===== src/rtl/fifo_64.sv =====
// Single-clock synchronous FIFO with registered read data.
// Flags and occupancy are decoded from the occupancy counter.
module fifo_64 #(
  parameter int DEPTH = 64,
  parameter int WIDTH = 8
) (
  input  logic                       i_clock,
  input  logic                       i_reset,
  input  logic                       i_write,
  input  logic [WIDTH-1:0]           i_wdata,
  input  logic                       i_read,
  output logic [WIDTH-1:0]           o_rdata,
  output logic                       o_empty,
  output logic                       o_full,
  output logic [$clog2(DEPTH):0]     o_queued
);

  localparam int AW = $clog2(DEPTH);
  localparam int CW = AW + 1;
  localparam logic [CW-1:0] FULL_COUNT = CW'(DEPTH);

  logic [WIDTH-1:0] r_mem [DEPTH];
  logic [AW-1:0]    r_wptr;
  logic [AW-1:0]    r_rptr;
  logic [CW-1:0]    r_count;
  logic [WIDTH-1:0] r_rdata;

  logic w_wr_en;
  logic w_rd_en;

  // Acceptance uses the pre-edge count, so a read+write on a full FIFO drops the write.
  always_comb begin
    w_wr_en = i_write && (r_count != FULL_COUNT);
    w_rd_en = i_read  && (r_count != '0);
  end

  // Storage is deliberately left out of reset.
  always_ff @(posedge i_clock) begin
    if (!i_reset && w_wr_en) begin
      r_mem[r_wptr] <= i_wdata;
    end
  end

  always_ff @(posedge i_clock) begin
    if (i_reset) begin
      r_wptr  <= '0;
      r_rptr  <= '0;
      r_count <= '0;
      r_rdata <= '0;
    end else begin
      if (w_wr_en) begin
        r_wptr <= r_wptr + 1'b1;
      end
      if (w_rd_en) begin
        r_rdata <= r_mem[r_rptr];
        r_rptr  <= r_rptr + 1'b1;
      end
      if (w_wr_en && !w_rd_en) begin
        r_count <= r_count + 1'b1;
      end else if (w_rd_en && !w_wr_en) begin
        r_count <= r_count - 1'b1;
      end
    end
  end

  always_comb begin
    o_rdata  = r_rdata;
    o_empty  = (r_count == '0);
    o_full   = (r_count == FULL_COUNT);
    o_queued = r_count;
  end

endmodule


===== config.mk =====
export PLATFORM = sky130hd
export DESIGN_NAME = fifo_64
export DESIGN_NICKNAME = d
export VERILOG_FILES = /design/src/rtl/fifo_64.sv
export SDC_FILE = /design/constraint.sdc
export NUM_CORES = 1
export LEC_CHECK = 0
export CORE_ASPECT_RATIO = 1.4
export CORE_MARGIN = 2
export CORE_UTILIZATION = 48
export CTS_CLUSTER_DIAMETER = 50
export DETAILED_ROUTE_END_ITERATION = 7
export DONT_BUFFER_PORTS = 1
export PLACE_DENSITY = 0.65
export SYNTH_ARGS = -nofsm -noshare
export SYNTH_HDL_FRONTEND = slang
export SYNTH_SLANG_ARGS = --single-unit
export TNS_END_PERCENT = 1

===== constraint.sdc =====
create_clock -name i_clock -period 2.88 [get_ports i_clock]
set_clock_uncertainty 0.15 [all_clocks]
set_input_delay 0.72 -clock i_clock [delete_from_list [all_inputs] [get_ports i_clock]]
set_output_delay 0.72 -clock i_clock [all_outputs]
set_load 0.005 [all_outputs]

==> results of run 1 <==
[routing by layer]
layer / GRT usage, % / vias to the layer above / wire length (um)
li1: - / 4802 / -
met1: 26.2 / 5642 / 18500
met2: 37.0 / 319 / 24800
met3: 3.87 / 91 / 2620
met4: 7.67 / 0 / 1600
met5: 0 / - / 0
[worst max-delay path: stages (launching register included)]
cell,delay [ps]
sky130_fd_sc_hd__dfxtp_2,330
sky130_fd_sc_hd__nor4_4,270
sky130_fd_sc_hd__nand2_1,100
sky130_fd_sc_hd__o21a_1,220
sky130_fd_sc_hd__inv_2,80
sky130_fd_sc_hd__ha_4,160
sky130_fd_sc_hd__inv_6,50
sky130_fd_sc_hd__fa_2,360
sky130_fd_sc_hd__a21o_1,170
sky130_fd_sc_hd__a21o_1,190
sky130_fd_sc_hd__a211o_1,280
sky130_fd_sc_hd__o311ai_2,90
sky130_fd_sc_hd__xnor2_1,160
sky130_fd_sc_hd__nor2_1,50
[per-stage QoR]
stage / instances / TNS, ps / hold slack (ps)
global route: 1842 / -39.1 / 32.8
detailed placement: 1748 / 0 / 393
floorplan: 1129 / 0 / 300
finish: 1842 / 0 / 50.2
global placement: 1748 / 0 / 368
CTS: 1841 / 0 / 30.3
[power groups by stage]
| stage | sequential [mW] | clock (mW) | combinational, mW |
|---|---|---|---|
| 2_1_floorplan | 8.95 | 0 | 2.70 |
| 3_3_place_gp | 9.05 | 0 | 3.54 |
| 3_5_place_dp | 9.06 | 0 | 3.57 |
| 4_1_cts | 8.89 | 6.75 | 3.60 |
| 5_1_grt | 8.91 | 7.02 | 3.86 |
| 6_report | 8.90 | 6.60 | 3.59 |
[state kept, by name, indices dropped and copies added (netlist names)]
signal	cells
o_queued	7
r_wptr	6
r_mem	512
o_rdata	8
r_rptr	6
[synth_stat cells, drive strengths merged (2+ instances only)]
library cell  number
a21o               7
mux2i             78
a21oi             26
a22oi              8
a211o              3
o211ai             4
nand3             14
edfxtp           512
or3                2
nor2b              6
o31ai              3
nand3b             4
a211oi            12
and3               4
o22ai             19
xnor2              4
a32oi              6
clkbuf            31
mux4              91
nor2              86
nor4               3
mux2              22
o311ai             6
o21ai             21
ha                 8
nand2             40
inv                5
o21bai             7
buf               34
o221ai            11
xor2              10
nor3               3
dfxtp             27
nand4              6
[area by class of cell]
class	count	area, sq um	area share (%)
sequential	539	15900	65.3
tap	558	698	2.86
multi-input combinational	520	5020	20.6
inverter	5	23.8	0.0975
clock buffer	64	1370	5.61
clock inverter	28	265	1.09
timing repair buffer	128	1090	4.45
[repair_timing]
action | CTS | global route
endpoints found under the setup margin | 1 | 2
gates resized for setup | 0 | 6
pin swaps | 4 | 7
setup buffers | 1 | 1
[worst max path at each step]
stage	to	cells after the start
finish	o_queued[6]$_SDFFE_PP0P_	13
floorplan	o_queued[6]$_SDFFE_PP0P_	14
detailed placement	o_queued[6]$_SDFFE_PP0P_	13
CTS	o_queued[6]$_SDFFE_PP0P_	13
global placement	o_queued[6]$_SDFFE_PP0P_	13
global route	o_queued[6]$_SDFFE_PP0P_	13
[cell families (layout without fill, tap and decap cells)]
family / Yosys count / after routing / synth area share (%)
AND/OR/NAND/NOR: 170 / 170 / 3.46
adder cells (fa/ha/maj): 9 / 9 / 0.564
flip-flops: 539 / 539 / 74.7
buffers and inverters: 70 / 225 / 1.94
XOR/XNOR: 14 / 14 / 0.575
multiplexers: 191 / 191 / 14.5
AO/OA/AOI/OAI: 136 / 136 / 4.27
==> reports/qor.yml, run 1 <==
relSlewSlack_pct: 46.0
synth_area_leader: "sky130_fd_sc_hd__edfxtp_1"
layout.cells.most_common: "sky130_fd_sc_hd__edfxtp_1"
fp.coreArea_sq_um: 43900
hpwl_um: 29400
switching_share_pct: 24.9
postLayoutSetupSlackWorst_ps: 108
via_per_inst: 5.89
die_height_um: 253
pwr-share-seq_pct: 46.6
crit_path_max_fo: 7
leakage_power_nw: 7.79
fin_crit_sh_pct: 96.2
cap_violations: 0
share_comb_of_total_power_pct: 18.8
fillCellCount: 3351
clock_insertion_delay_worst_skew_ps: 580
reg2reg_from: "o_queued[4]$_SDFFE_PP0P_"
number_of_nets_in_the_final_layout: 1266
wp_data_required_ps: 3200
clockPowerShare_pct: 34.6
gp_routability_congestion: 0.827
vias: 10900
ys_ff_latch: 539
syn_avg_cell_area_sq_um: 18.9
gr-usage-all-layers_pct: 21.1
finalMaxSlewViolations: 0
critical_path_arrival_ps: 3090
final_core_utilization_pct: 55.5
routedWlPerCell_um: 25.8
remaining_drc_errors: 0
setup_viol_count_final: 0
ctsRootBufferMaster: "sky130_fd_sc_hd__clkbuf_16"
mappedNetlistArea_sq_um: 21300
grt_overflow_total: 0
grt_first_pass_wirelength_um: 71000
clock_sink_count: 539
detailedRoute.firstPassIterationCount: 7
yosysWarningCount: 0
postPlaceCellArea_sq_um: 22700
worst_hold_path_type: "in -> reg"
port_buffers: 0
ff2ff_path_depth: 13
finalHoldViolations: 0
hold_depth: 1
hold_path.startpoint: "i_reset"
grt_pass1_vias: 11100
seq_area_frac_synth_pct: 74.7
synth_top_area_cells: "sky130_fd_sc_hd__edfxtp_1 72%, sky130_fd_sc_hd__mux4_2 9.3%, sky130_fd_sc_hd__mux2i_1 3.7%"
dpl_worst_slack_ps: 13.0
maxClockFrequency_mhz: 361
power_switching_mw: 4.76
initial_antenna_violation_count: 0
asyncSetResetFlopFracSynth_pct: 0
worstSetupStartpoint: "o_queued[4]$_SDFFE_PP0P_"
area_growth_pct: 14.5
synth_top_cell_area_share_pct: 72.2
std_cell_rows: 91
power.density_nw_per_um2: 783
total_nets_after_synthesis: 1150
detail-route-antenna-nets: 0
hold_path_end: "r_rptr[0]$_SDFFE_PP0P_"
tightest_slew_ps: 808
worstSetupEndpointType: "flip-flop"
drt_wl_total_um: 47400
r2r_end: "o_queued[6]$_SDFFE_PP0P_"
ir_worst_vdd_mv: 0.432
ios: 29
layout.cell_area.non_filler_sq_um: 24400
synth.distinct_cells: 48
starting_density_of_the_core_pct: 48.5
fin_total_pwr_mw: 19.1
path_class: "reg -> reg"
drt-initial-drc-count: 1021
final_period_minus_worst_setup_slack_ps: 2770
synthFlopType: "sky130_fd_sc_hd__edfxtp_1"
floorplan.die.width_um: 182
internal_power_mw: 14.3
htree_levels: 2
final_cell_mix: "512 x sky130_fd_sc_hd__edfxtp_1, 118 x sky130_fd_sc_hd__buf_4, 88 x sky130_fd_sc_hd__mux4_2, 85 x sky130_fd_sc_hd__nor2_1, 78 x sky130_fd_sc_hd__mux2i_1"
final_layout_size_suffix_gt1_share_pct: 24.9
cp-start-kind: "flip-flop"
unrepaired_setup_endpoints_after_global_routing: "yes"
cts.clk_slew.worst_paths_ps: 60
antenna_cells_inserted: 0
r2r_slack_ps: 110
largest_net_degree_at_the_start_of_global_routing: 65
cts_hold_buf: 0
status: "finished clean"
synth_edf_count: 512
clockBufferDepth: 3
fp.dieArea_sq_um: 46100
cts_tree: "built"
syn_inst: 1129
cts-buffers-inserted: 51
Note: power is estimated with default switching activity, not from simulation.
==> inputs of run 2 (changes only) <==
Settings changed: CELL_PAD_IN_SITES_DETAIL_PLACEMENT set to 0, CELL_PAD_IN_SITES_GLOBAL_PLACEMENT set to 1, PLACE_DENSITY 0.65 to 0.73.
==> reports/qor.yml, run 2 (synthesis gave the netlist of run 1 again) <==
drt-initial-drc-count: 1059  # was 1021
die_height_um: 253  # unchanged
fp.coreArea_sq_um: 43900  # unchanged
area_growth_pct: 13.4  # was 14.5%
cts.clk_slew.worst_paths_ps: 60  # about the same
unrepaired_setup_endpoints_after_global_routing: "yes"  # unchanged
layout.cells.most_common: "sky130_fd_sc_hd__edfxtp_1"  # unchanged
finalMaxSlewViolations: 0  # unchanged
cts_tree: "built"  # unchanged
worst_hold_path_type: "in -> reg"  # unchanged
setup_viol_count_final: 0  # unchanged
final_core_utilization_pct: 55.0  # was 55.5%
grt_overflow_total: 0  # unchanged
detail-route-antenna-nets: 0  # unchanged
ios: 29  # unchanged
relSlewSlack_pct: 28.5  # was 46.0%
finalHoldViolations: 0  # unchanged
power.density_nw_per_um2: 768  # was 783 nW/um^2
remaining_drc_errors: 0  # unchanged
fin_tns_setup_ps: 0  # unchanged
largest_net_degree_at_the_start_of_global_routing: 65  # unchanged
grt_util_met1_pct: 26.3  # was 26.2%
port_buffers: 0  # unchanged
leakage_power_nw: 7.68  # was 7.79 nW
wp_data_required_ps: 3190  # was 3200 ps
hpwl_um: 29600  # was 29400 um
clockBufferDepth: 3  # unchanged
floorplan.die.width_um: 182  # unchanged
grt.met2_usage_pct: 36.5  # was 37.0%
status: "finished clean"  # unchanged
number_of_nets_in_the_final_layout: 1260  # was 1266
ir_worst_vdd_mv: 0.680  # was 0.432 mV
htree_levels: 2  # unchanged
top_register: "r_mem"  # unchanged
routedWlPerCell_um: 25.9  # was 25.8 um
clock_sink_count: 539  # unchanged
gr-usage-all-layers_pct: 20.9  # was 21.1%
cp-start-kind: "flip-flop"  # unchanged
starting_density_of_the_core_pct: 48.5  # unchanged
std_cell_rows: 91  # unchanged
ctsRootBufferMaster: "sky130_fd_sc_hd__clkbuf_16"  # unchanged
initial_antenna_violation_count: 0  # unchanged
path_class: "reg -> reg"  # unchanged
grt_first_pass_wirelength_um: 70400  # was 71000 um
fp.dieArea_sq_um: 46100  # unchanged
via_per_inst: 5.92  # was 5.89
global_route.peak_usage_layer: "met2"  # unchanged
tightest_slew_ps: 1070  # was 808 ps
cts-buffers-inserted: 49  # was 51
final_cell_mix: "512 x sky130_fd_sc_hd__edfxtp_1, 119 x sky130_fd_sc_hd__buf_4, 88 x sky130_fd_sc_hd__mux4_2, 85 x sky130_fd_sc_hd__nor2_1, 78 x sky130_fd_sc_hd__mux2i_1"  # was 512 x sky130_fd_sc_hd__edfxtp_1, 118 x sky130_fd_sc_hd__buf_4, 88 x sky130_fd_sc_hd__mux4_2, 85 x sky130_fd_sc_hd__nor2_1, 78 x sky130_fd_sc_hd__mux2i_1
fin_crit_sh_pct: 95.5  # was 96.2%
critical_path_arrival_ps: 3060  # was 3090 ps
grt_pass1_vias: 11200  # was 11100
final_layout_size_suffix_gt1_share_pct: 25.1  # was 24.9%
largest_register_ffs: 512  # unchanged
drt_wl_total_um: 47400  # about the same
detailedRoute.firstPassIterationCount: 5  # was 7
maxClockFrequency_mhz: 364  # was 361 MHz
hold_slack_ps: 65.6  # was 50.2 ps
cap_violations: 0  # unchanged
globalRouteMet3Util_pct: 3.18  # was 3.87%
clock_insertion_delay_worst_skew_ps: 570  # was 580 ps
antenna_cells_inserted: 0  # unchanged
crit_path_max_fo: 7  # unchanged
worstSetupEndpointType: "flip-flop"  # unchanged
final_period_minus_worst_setup_slack_ps: 2750  # was 2770 ps
vias: 10900  # about the same
gp_routability_congestion: 0.796  # was 0.827
cts_hold_buf: 0  # unchanged
run 2: layout make-up:
cell class / count / area [sq um]
Clock buffer: 65 / 1370
Timing Repair Buffer: 124 / 993
Sequential cell: 539 / 15900
Tap cell: 558 / 698
Clock inverter: 24 / 129
Fill cell: 3382 / 19800
Inverter: 5 / 21.3
Multi-Input combinational cell: 520 / 5030
run 2: critical path, stage by stage (launching register included):
cell	delay [ps]
sky130_fd_sc_hd__dfxtp_2	330
sky130_fd_sc_hd__nor4_4	280
sky130_fd_sc_hd__nand2_1	100
sky130_fd_sc_hd__o21a_1	200
sky130_fd_sc_hd__inv_2	70
sky130_fd_sc_hd__ha_4	150
sky130_fd_sc_hd__inv_4	60
sky130_fd_sc_hd__fa_2	350
sky130_fd_sc_hd__a21o_1	190
sky130_fd_sc_hd__a21o_1	180
sky130_fd_sc_hd__a211o_1	280
sky130_fd_sc_hd__o311ai_2	100
sky130_fd_sc_hd__xnor2_1	160
sky130_fd_sc_hd__nor2_1	50
run 2: where the power goes:
group	leakage, nW	total [mW]	internal [mW]	switching [mW]
sequential	4.83	8.84	8.70	0.145
combinational	2.13	3.64	1.81	1.82
clock	0.724	6.09	3.34	2.75
run 2: per-layer routing:
| metal | part of all wire (%) | wire length [um] |
|---|---|---|
| met5 | 0 | 0 |
| met4 | 3.6 | 1710 |
| met3 | 4.5 | 2150 |
| met1 | 40 | 18900 |
| met2 | 52 | 24700 |
run 2: worst paths after layout:
path | start | end | slack, ps | cells past startpoint
max | o_queued[4]$_SDFFE_PP0P_ | o_queued[6]$_SDFFE_PP0P_ | 130 | 13
min | i_reset | o_queued[4]$_SDFFE_PP0P_ | 70 | 1
max reg2reg | o_queued[4]$_SDFFE_PP0P_ | o_queued[6]$_SDFFE_PP0P_ | 130 | 13
min reg2reg | r_rptr[5]$_SDFFE_PP0P_ | r_rptr[5]$_SDFFE_PP0P_ | 400 | 2
run 2: repair_timing:
action,4_1_cts,5_1_grt
setup buffers,3,2
pin swaps,6,6
endpoints found under the setup margin,1,2
gates resized for setup,3,5
run 2: metrics by stage:
step | area [sq um] | total power [mW] | instances | setup WS [ps]
after floorplan | 21300 | 11.7 | 1129 | 3.07
after global placement | 22600 | 12.5 | 1741 | 40.6
after detailed placement | 22600 | 12.6 | 1741 | -54.7
after CTS | 24100 | 18.7 | 1833 | 12.4
after global routing | 24200 | 19.2 | 1835 | -19.0
final | 24200 | 18.6 | 1835 | 131
